==> config.mk <==
export PLATFORM = sky130hd
export DESIGN_NAME = spi_multi
export DESIGN_NICKNAME = d
export VERILOG_FILES = /design/src/rtl/spi_multi_pkg.sv /design/src/rtl/spi_multi_sfifo.sv /design/src/rtl/spi_multi.sv
export SDC_FILE = /design/constraint.sdc
export NUM_CORES = 1
export LEC_CHECK = 0
export CAP_MARGIN = 20
export CELL_PAD_IN_SITES_DETAIL_PLACEMENT = 1
export CELL_PAD_IN_SITES_GLOBAL_PLACEMENT = 1
export CORE_ASPECT_RATIO = 1.2
export CORE_UTILIZATION = 45
export CTS_BUF_LIST = sky130_fd_sc_hd__clkbuf_8 sky130_fd_sc_hd__clkbuf_16
export DETAILED_ROUTE_END_ITERATION = 7
export PLACE_DENSITY = 0.79
export REMOVE_ABC_BUFFERS = 1
export SETUP_SLACK_MARGIN = 0.15
export SYNTH_ARGS = -nofsm -noshare
export SYNTH_HDL_FRONTEND = slang
export SYNTH_SLANG_ARGS = --single-unit
==> constraint.sdc <==
create_clock -name clk -period 5.4 [get_ports clk]
set_input_delay 1.35 -clock clk [delete_from_list [all_inputs] [get_ports clk]]
set_output_delay 1.35 -clock clk [all_outputs]
set_load 0.01 [all_outputs]
==> src/rtl/spi_multi_pkg.sv <==
`default_nettype none
// ----------------------------------------------------------------------------
// spi_multi_pkg: default sizing and FSM state encoding for the SPI master.
// Rev 1.0
// ----------------------------------------------------------------------------
package spi_multi_pkg;
   localparam int DEF_N_CH  = 3;
   localparam int DEF_W     = 8;
   localparam int DEF_DEPTH = 16;
   localparam int DEF_HALF  = 2;

   typedef enum logic [2:0] {
      ST_IDLE   = 3'd0,
      ST_SELECT = 3'd1,
      ST_SHIFT  = 3'd2,
      ST_HOLD   = 3'd3,
      ST_GAP    = 3'd4
   } state_t;
endpackage
`default_nettype wire

==> src/rtl/spi_multi_sfifo.sv <==
`default_nettype none
// ----------------------------------------------------------------------------
// sfifo: synchronous first-word-fall-through FIFO with fill count.
// Rev 1.0
// ----------------------------------------------------------------------------
module sfifo
   import spi_multi_pkg::*;
#(
   parameter  int W     = DEF_W,
   parameter  int DEPTH = DEF_DEPTH,
   localparam int AW    = $clog2(DEPTH),
   localparam int CW    = AW + 1
) (
   input  logic          clk,
   input  logic          rst,
   input  logic          i_wr,
   input  logic [W-1:0]  i_din,
   input  logic          i_rd,
   output logic [W-1:0]  o_dout,
   output logic [CW-1:0] o_count
);
   logic [W-1:0]  r_mem [DEPTH];
   logic [AW-1:0] r_wptr;
   logic [AW-1:0] r_rptr;
   logic [CW-1:0] r_count;
   logic          w_full;
   logic          w_empty;
   logic          w_do_wr;
   logic          w_do_rd;

   assign w_full  = (r_count == CW'(DEPTH));
   assign w_empty = (r_count == '0);
   assign w_do_wr = i_wr && !w_full;
   assign w_do_rd = i_rd && !w_empty;

   always_ff @(posedge clk or posedge rst) begin
      if (rst) begin
         r_wptr  <= '0;
         r_rptr  <= '0;
         r_count <= '0;
      end else begin
         if (w_do_wr) r_wptr <= r_wptr + 1'b1;
         if (w_do_rd) r_rptr <= r_rptr + 1'b1;
         r_count <= r_count + CW'(w_do_wr) - CW'(w_do_rd);
      end
   end

   always_ff @(posedge clk) begin
      if (w_do_wr) r_mem[r_wptr] <= i_din;
   end

   // Empty FIFO presents zero so the head output is clean after reset.
   assign o_dout  = w_empty ? '0 : r_mem[r_rptr];
   assign o_count = r_count;
endmodule
`default_nettype wire

==> src/rtl/spi_multi.sv <==
`default_nettype none
// ----------------------------------------------------------------------------
// spi_multi: mode-0 SPI master sharing one bus among N_CH slaves, per-channel
// TX/RX FIFOs and round-robin channel arbitration.  Rev 1.0
// ----------------------------------------------------------------------------
module spi_multi
   import spi_multi_pkg::*;
#(
   parameter int N_CH  = DEF_N_CH,
   parameter int W     = DEF_W,
   parameter int DEPTH = DEF_DEPTH,
   parameter int HALF  = DEF_HALF
) (
   input  logic              clk,
   input  logic              n_rst,
   input  logic [W-1:0]      m_din,
   input  logic [N_CH-1:0]   m_wrreq_bus,
   output logic [N_CH*W-1:0] s_dout_bus,
   output logic [N_CH*W-1:0] len_bus,
   output logic [N_CH-1:0]   have_msg_bus,
   input  logic [N_CH-1:0]   s_rdreq_bus,
   output logic              sclk,
   output logic              mosi,
   input  logic              miso,
   output logic [N_CH-1:0]   n_cs_bus,
   output logic [1:0]        my_select
);
   localparam int CNTW = $clog2(DEPTH) + 1;
   localparam int TW   = $clog2(2 * HALF) + 1;
   localparam int BW   = $clog2(W) + 1;

   state_t          r_state;
   logic [TW-1:0]   r_tcnt;
   logic [BW-1:0]   r_bits;
   logic [1:0]      r_sel;
   logic            r_sclk;
   logic            r_mosi;
   logic [N_CH-1:0] r_ncs;
   logic [W-1:0]    r_txsh;
   logic [W-2:0]    r_rxsh;

   logic [W-1:0]    w_tx_dout [N_CH];
   logic [CNTW-1:0] w_tx_cnt  [N_CH];
   logic [CNTW-1:0] w_rx_cnt  [N_CH];
   logic [N_CH-1:0] w_tx_nempty;
   logic [N_CH-1:0] w_tx_rd;
   logic [N_CH-1:0] w_rx_wr;
   logic [W-1:0]    w_rx_din;
   logic [1:0]      w_pick;
   logic            w_tick;
   logic            w_rise;
   logic            w_fall;
   logic            w_busy;

   for (genvar i = 0; i < N_CH; i++) begin : g_ch
      sfifo #(.W(W), .DEPTH(DEPTH)) u_tx (
         .clk     (clk),
         .rst     (n_rst),
         .i_wr    (m_wrreq_bus[i]),
         .i_din   (m_din),
         .i_rd    (w_tx_rd[i]),
         .o_dout  (w_tx_dout[i]),
         .o_count (w_tx_cnt[i])
      );
      sfifo #(.W(W), .DEPTH(DEPTH)) u_rx (
         .clk     (clk),
         .rst     (n_rst),
         .i_wr    (w_rx_wr[i]),
         .i_din   (w_rx_din),
         .i_rd    (s_rdreq_bus[i]),
         .o_dout  (s_dout_bus[W*i +: W]),
         .o_count (w_rx_cnt[i])
      );
      assign w_tx_nempty[i]     = (w_tx_cnt[i] != '0);
      assign len_bus[W*i +: W]  = W'(w_rx_cnt[i]);
      assign have_msg_bus[i]    = (w_rx_cnt[i] != '0) && !(w_busy && (r_sel == 2'(i)));
   end

   assign w_busy   = (r_state == ST_SELECT) || (r_state == ST_SHIFT) || (r_state == ST_HOLD);
   assign w_tick   = (r_state == ST_GAP) ? (r_tcnt == TW'(2 * HALF - 1))
                                         : (r_tcnt == TW'(HALF - 1));
   assign w_rise   = w_tick && ((r_state == ST_SELECT) || ((r_state == ST_SHIFT) && !r_sclk));
   assign w_fall   = w_tick && (r_state == ST_SHIFT) && r_sclk;
   assign w_rx_din = {r_rxsh, miso};

   // Round robin: the channel right after the last selected one has priority.
   always_comb begin
      w_pick = r_sel;
      for (int k = N_CH; k >= 1; k--) begin
         if (w_tx_nempty[(int'(r_sel) + k) % N_CH]) w_pick = 2'((int'(r_sel) + k) % N_CH);
      end
   end

   always_comb begin
      w_tx_rd = '0;
      w_rx_wr = '0;
      if ((r_state == ST_IDLE) && (|w_tx_nempty)) w_tx_rd[w_pick] = 1'b1;
      if (w_fall && (r_bits == BW'(W)) && w_tx_nempty[r_sel]) w_tx_rd[r_sel] = 1'b1;
      if (w_rise && (r_bits == BW'(W - 1))) w_rx_wr[r_sel] = 1'b1;
   end

   always_ff @(posedge clk or posedge n_rst) begin
      if (n_rst) begin
         r_state <= ST_IDLE;
         r_tcnt  <= '0;
         r_bits  <= '0;
         r_sel   <= '0;
         r_sclk  <= 1'b0;
         r_mosi  <= 1'b0;
         r_ncs   <= '1;
         r_txsh  <= '0;
         r_rxsh  <= '0;
      end else begin
         r_tcnt <= ((r_state == ST_IDLE) || w_tick) ? '0 : r_tcnt + 1'b1;
         case (r_state)
            ST_IDLE: begin
               if (|w_tx_nempty) begin
                  r_sel   <= w_pick;
                  r_ncs   <= ~(N_CH'(1) << w_pick);
                  r_txsh  <= w_tx_dout[w_pick];
                  r_mosi  <= w_tx_dout[w_pick][W-1];
                  r_bits  <= '0;
                  r_state <= ST_SELECT;
               end
            end
            ST_SELECT, ST_SHIFT: begin
               if (w_rise) begin
                  r_sclk  <= 1'b1;
                  r_rxsh  <= {r_rxsh[W-3:0], miso};
                  r_bits  <= r_bits + 1'b1;
                  r_state <= ST_SHIFT;
               end else if (w_fall) begin
                  r_sclk <= 1'b0;
                  if (r_bits == BW'(W)) begin
                     // Byte boundary: continue back-to-back if more data is queued.
                     if (w_tx_nempty[r_sel]) begin
                        r_txsh <= w_tx_dout[r_sel];
                        r_mosi <= w_tx_dout[r_sel][W-1];
                        r_bits <= '0;
                     end else begin
                        r_state <= ST_HOLD;
                     end
                  end else begin
                     r_txsh <= r_txsh << 1;
                     r_mosi <= r_txsh[W-2];
                  end
               end
            end
            ST_HOLD: begin
               if (w_tick) begin
                  r_ncs   <= '1;
                  r_mosi  <= 1'b0;
                  r_state <= ST_GAP;
               end
            end
            ST_GAP: begin
               if (w_tick) r_state <= ST_IDLE;
            end
            default: r_state <= ST_IDLE;
         endcase
      end
   end

   assign sclk      = r_sclk;
   assign mosi      = r_mosi;
   assign n_cs_bus  = r_ncs;
   assign my_select = r_sel;
endmodule
`default_nettype wire

======== Word-level counts from Yosys, hierarchy flattened ========
Memory sizes are Yosys's and may differ from the RTL's.
Index checks and enable logic that the tools add are counted.
W data, S select, Z words.
operators by class
  $add $sub $neg .......................... 29
  $mul .................................... 0
  divide/modulo/power cells ............... 3
  magnitude comparators ................... 9
  equal/unequal tests ..................... 26
  shift operators ......................... 1
  mux-type cells .......................... 79
  bitwise logic cells ..................... 4
  reduce and logical (&&, ||, !) cells .... 76
operators by type and width
  kind                     number
  $lt A32 B4 Y1 const B    3
  $mod A32 B3 Y32 const B  3
  $mux W8                  10
  $add A4 B1 Y4 const B    13
  $mux W3                  13
  $mux W7                  5
  $bmux W8 S2              2
  $add A5 B1 Y5            6
  $eq A5 B5 Y1 const B     6
  $logic_not A5 Y1         6
  $mux W1                  30
  $reduce_bool A5 Y1       6
  $sub A5 B1 Y5            6
  $logic_and A1 B1 Y1      28
  $mux W4                  5
  $logic_not A1 Y1         16
  $ne A3 B3 Y1 const B     5
  $pmux W7 S2              1
  $pmux W3 S4              1
  $reduce_and A6 Y1        2
  $reduce_and A5 Y1        2
  $eq A3 B2 Y1 const B     3
  $bmux W1 S2              4
  $ne A2 B2 Y1 const B     4
  31 further kinds         47
word-level totals
  register bits after elaboration ......... 109
  latch bits .............................. 0
  bits in writable memories ............... 768
  ROM bits ................................ 0
  bits of input ports ..................... 17
  output and inout port bits .............. 58
  memories ................................ 6
memories
  memory              words  bits a word  rd ports  clocked after memory_dff  wr ports  RTL line               RTL
  g_ch[0].u_rx.r_mem  16     8            1         0                         1         spi_multi_sfifo.sv:22  logic [W-1:0] r_mem [DEPTH];
  g_ch[0].u_tx.r_mem  16     8            1         0                         1         spi_multi_sfifo.sv:22
  g_ch[1].u_rx.r_mem  16     8            1         0                         1         spi_multi_sfifo.sv:22
  g_ch[1].u_tx.r_mem  16     8            1         0                         1         spi_multi_sfifo.sv:22
  g_ch[2].u_rx.r_mem  16     8            1         0                         1         spi_multi_sfifo.sv:22
  g_ch[2].u_tx.r_mem  16     8            1         0                         1         spi_multi_sfifo.sv:22

======== Logic depth before layout (Yosys ltp) ========
  depth in word-level cells ............... 17
  gate-level depth with buffers ........... 20

======== Cells and area by module ========
A second synthesis with hierarchy kept.
second synthesis, totals
  cells, all modules ...................... 2089
  area total of the unflattened synthesis .. 37856.3 µm²
by module, submodules not included
  module     instances  cells an instance  area each (µm²)
  sfifo      6          292                5856.9
  spi_multi  1          337                2715.1

======== Worst setup path before layout ========
OpenSTA, ideal clock, no wires.
  path kind ............................... register to register
  start ................................... reg r_sel[0] (netlist: my_select[0])
  end ..................................... reg g_ch[0].u_tx.r_count[4]
  library setup time ...................... 0.125 ns
  data arrival time ....................... 3.747 ns
  data required time ...................... 5.275 ns
  setup slack ............................. 1.528 ns
  stages on the path, launching flop included .. 20
  buffers on the path ..................... 2
  clock period less this slack ............ 3.872 ns
  cell sequence ........................... dfrtp_1 buf_2 clkinv_1 ha_1 clkbuf_1 inv_1 nor3_1 o41a_4 o211ai_2 a21oi_2 ha_1 inv_1 ha_1 inv_1 fa_1 inv_1 a21oi_1 nor2_1 nor2_1 xnor2_1
on the way
  cells in the longest elaborated chain, start to end .. 17
RTL lines
  element                                                                    RTL line               RTL
  start: declaration                                                         spi_multi.sv:35        logic [1:0] r_sel;
  start signal: assignment                                                   spi_multi.sv:118       r_sel <= w_pick;
  $add A2 B2 Y3                                                              spi_multi.sv:90        if (w_tx_nempty[(int'(r_sel) + k) % N_CH]) w_pick = 2'((int'(r_sel) + k) % N_CH);
  $mod A32 B3 Y32                                                            spi_multi.sv:90
  $bmux W1 S2                                                                spi_multi.sv:90
  $mux W1 (not written as such) (2 in a row)                                 spi_multi.sv:90
  $mux W2 (3 in a row)                                                       spi_multi.sv:90
  $lt A2 B3 Y1 (not written as such) / $ge A2 B1 Y1 (equally long branches)  spi_multi.sv:97        if ((r_state == ST_IDLE) && (|w_tx_nempty)) w_tx_rd[w_pick] = 1'b1;
  $logic_and A1 B1 Y1 (not written as such)                                  spi_multi.sv:97
  $mux W1 (not written as such)                                              spi_multi.sv:97
  $demux W1 S2                                                               spi_multi.sv:97
  $mux W3                                                                    spi_multi.sv:97
  $or A3 B3 Y3 (no line)                                                     --
  $mux W3 *                                                                  spi_multi.sv:98        if (w_fall && (r_bits == BW'(W)) && w_tx_nempty[r_sel]) w_tx_rd[r_sel] = 1'b1;
  $logic_and A1 B1 Y1 *                                                      spi_multi_sfifo.sv:34  assign w_do_rd = i_rd && !w_empty;
  net g_ch[0].u_tx.w_do_rd                                                   spi_multi_sfifo.sv:29  logic w_do_rd;
  $sub A5 B1 Y5 *                                                            spi_multi_sfifo.sv:44  r_count <= r_count + CW'(w_do_wr) - CW'(w_do_rd);
  end signal: assignment                                                     spi_multi_sfifo.sv:44
  end: declaration                                                           spi_multi_sfifo.sv:25  logic [CW-1:0] r_count;
Mark *: on every way through the listed nets, which the timed path passes. The rest lies on a longest branch. The select of a mux whose other input is x is not followed.
A chain may end at the register's enable or synchronous reset.

======== Worst setup path after layout ========
  start ................................... reg g_ch[0].u_rx.r_rptr[1]
  end ..................................... out s_dout_bus[4]
on the way
  cells in the longest elaborated chain, start to end .. 2
RTL lines
  element                   RTL line               RTL
  start: declaration        spi_multi_sfifo.sv:24  logic [AW-1:0] r_rptr;
  start signal: assignment  spi_multi_sfifo.sv:43  if (w_do_rd) r_rptr <= r_rptr + 1'b1;
  $mem_v2 Z16 W8            --
  $mux W8                   spi_multi_sfifo.sv:53  assign o_dout = w_empty ? '0 : r_mem[r_rptr];
  end: declaration          spi_multi.sv:18        output logic [N_CH*W-1:0] s_dout_bus,
Every way passes these cells.

==> metrics.yaml <==
multiInputGateArea_mm2: 0.0102
top_level_ports: 75
irDropWorstVdd_mv: 0.297
endpoint: "s_dout_bus[4]"
crit_type: "reg2out"
regArea_mm2: 0.0258
powerDensity_mw_per_mm2: 547
rsz0062_at_grt: "false"
drt_pre_antenna_iters: 5
final_cell_mix: "edfxtp_1, mux4_2, inv_1, dfrtp_1, clkbuf_16"
root_buffer: "clkbuf_16"
critPathTopFamily: "buffers and inverters"
synth_cells: 1972
setup_slack_ns: 0.603
core_area_mm2: 0.0806
routedWlPerCell_um: 26.7
power.leakage_nw: 14.1
synthFlopType: "edfxtp_1"
avgSynthCellArea_um2: 18.6
startpoint_type: "register"
cts_tree: "done"
place.gp.congestion: 0.861
crit_cells: 5
die_area_mm2: 0.0827
vias: 18600
antenna_found_initial: 0
ctsHoldBuffers: 0
finalMaxSlewViolations: 0
netlist.area_leader.share: 0.629
status: "finished, final reports clean"
worstSkewPairLatency_ns: 0.65
layout_min_cycle_time_ns: 4.80
port_buffers: 65
hold_viol: 0
finalSetupViolCount: 0
overflow: 0
hold_class: "reg2reg"
reg2reg_setup_slack_ns: 0.99
r2r_start: "g_ch[2].u_tx.o_count[2]"
ys_seq_area_frac: 0.703
wl_um: 86000
end_kind: "output port"
grt_pass1_wl_um: 132000
preCtsSetupSlack_ns: 0.980
synth_edf_count: 768
ys_top_cells_by_area: "edfxtp_1, mux4_2, dfrtp_1"
hold_ws_ns: 0.496
final_common_cell: "edfxtp_1"
path_clk_slew_ns: 0.06
fp.dieW_um: 263
fin_tns_setup_ns: 0
dp_hpwl_um: 55500
fin_worst_skew_ns: 0.0269
max_stage_delay_ns: 0.80
crit_path_start: "g_ch[0].u_rx.r_rptr[1]"
relSlewSlack: 0.201
ant_nets: 0
syn-cell-area_mm2: 0.0367
die_y_um: 315
yosys_register_bits: 877
maxCapViolCount: 0
fillCellCount: 7190
cts_num_sinks: 877
cp_max_fo: 21
routed_via_density: 5.77
power.total_mw: 22.9
initial_utilization: 0.455
num-nets-final: 2198
ys_types: 83
cpMaxStageDelayCell: "dfrtp_1"
rows: 114
cp.arrival_ns: 3.45
worst_r2r_path_depth: 18
post-cts-setup-buffers: 0
required_ns: 4.05
grt_max_degree: 69
grtUsageTotal: 0.213
yosys.area.top_type: "edfxtp_1"
yosysWarnings: 0
synthArstFlopShare: 0.124
worstReg2RegEnd: "g_ch[0].u_tx.o_count[4]"
tightest_slew_ns: 1.18
crit_path_frequent_cell: "mux4_2"
diodes: 0
cp_cell_sequence: "buf_4, mux4_2, mux4_2, nor2b_1, clkdlybuf4s50_1"
cts_buffer_depth: 3
area_growth_syn_to_layout_pct: 13.9
cts-buffers-inserted: 85
fin_util: 0.518
grt_pass1_vias: 20600
htreeDepth: 3
period_share: 0.888
cts.repair.resized: 0
drive_above_1_share: 0.217
drc: 0
path_buf_inv: 2
fmax_mhz: 208
drt_iter0_markers: 1372
area by class of cell:
type	count	area share
inverter	90	0.00821
timing repair buffer	132	0.0283
tap	1044	0.0313
sequential	877	0.618
clock inverter	66	0.0166
clock buffer	93	0.0544
multi-input combinational	915	0.244
synth_stat cells, types with 20 or more instances:
cell      instances
nand2_1          60
xnor2_1          44
nor2_1           50
a21oi_1          33
and2_1           66
nor2b_1          36
edfxtp_1        768
ha_1             74
mux2_2           20
clkbuf_1         48
mux2i_1          34
o21ai_0          27
dfrtp_1         106
inv_1            87
nor3_1           20
mux4_2          216
flip-flops by register name, summed over array words and instances, names as in the netlist, 4 cells and up:
register           cells
r_rxsh                 7
g_ch.u_rx.o_count     15
g_ch.u_rx.r_wptr      12
g_ch.u_rx.r_rptr      12
g_ch.u_tx.o_count     15
g_ch.u_tx.r_mem      384
r_txsh                 7
r_bits                 4
g_ch.u_rx.r_mem      384
g_ch.u_tx.r_wptr      12
g_ch.u_tx.r_rptr      12
stage by stage:
step	instances	instance area [um^2]
after CTS	3216	41700
after floorplan	1882	36300
after global placement	3057	38800
after global routing	3217	41800
after detailed placement	3057	38800
final	3217	41800
how the worst min path moves through the flow:
| stage | start | endpoint | slack [ns] | cells past startpoint |
|---|---|---|---|---|
| 2_1_floorplan | r_tcnt[0] | r_tcnt[0] | 0.44 | 1 |
| 6_report | r_tcnt[0] | r_tcnt[0] | 0.50 | 1 |
| 3_5_place_dp | r_tcnt[0] | r_tcnt[0] | 0.49 | 1 |
| 4_1_cts | r_tcnt[0] | r_tcnt[0] | 0.50 | 1 |
| 3_3_place_gp | r_tcnt[0] | r_tcnt[0] | 0.47 | 1 |
| 5_1_grt | r_tcnt[0] | r_tcnt[0] | 0.53 | 1 |
cell families (layout without fill, tap and decap cells):
| logic type | count (synthesis) | count (layout) | synth area share |
|---|---|---|---|
| multiplexers | 275 | 275 | 0.150 |
| XOR/XNOR | 62 | 62 | 0.0148 |
| other | 1 | 9 | 0.000102 |
| buffers and inverters | 188 | 381 | 0.0213 |
| adder cells (fa/ha/maj) | 80 | 80 | 0.0285 |
| AO/OA/AOI/OAI | 166 | 166 | 0.0338 |
| flip-flops | 877 | 877 | 0.703 |
| AND/OR/NAND/NOR | 323 | 323 | 0.0487 |
metal layers:
metal	wire, um	global-route usage	share of wire
met4	2650	0.0791	0.031
met2	46400	0.385	0.54
met1	33600	0.260	0.39
met5	0	0	0
met3	3410	0.0290	0.040
report_power, final:
group          internal [mW]  switching [mW]  total, mW
logic                   3.47            3.78       7.25
registers               8.44           0.913       9.35
clock network           3.70            2.55       6.25
Note: power is estimated with default switching activity, not from simulation.
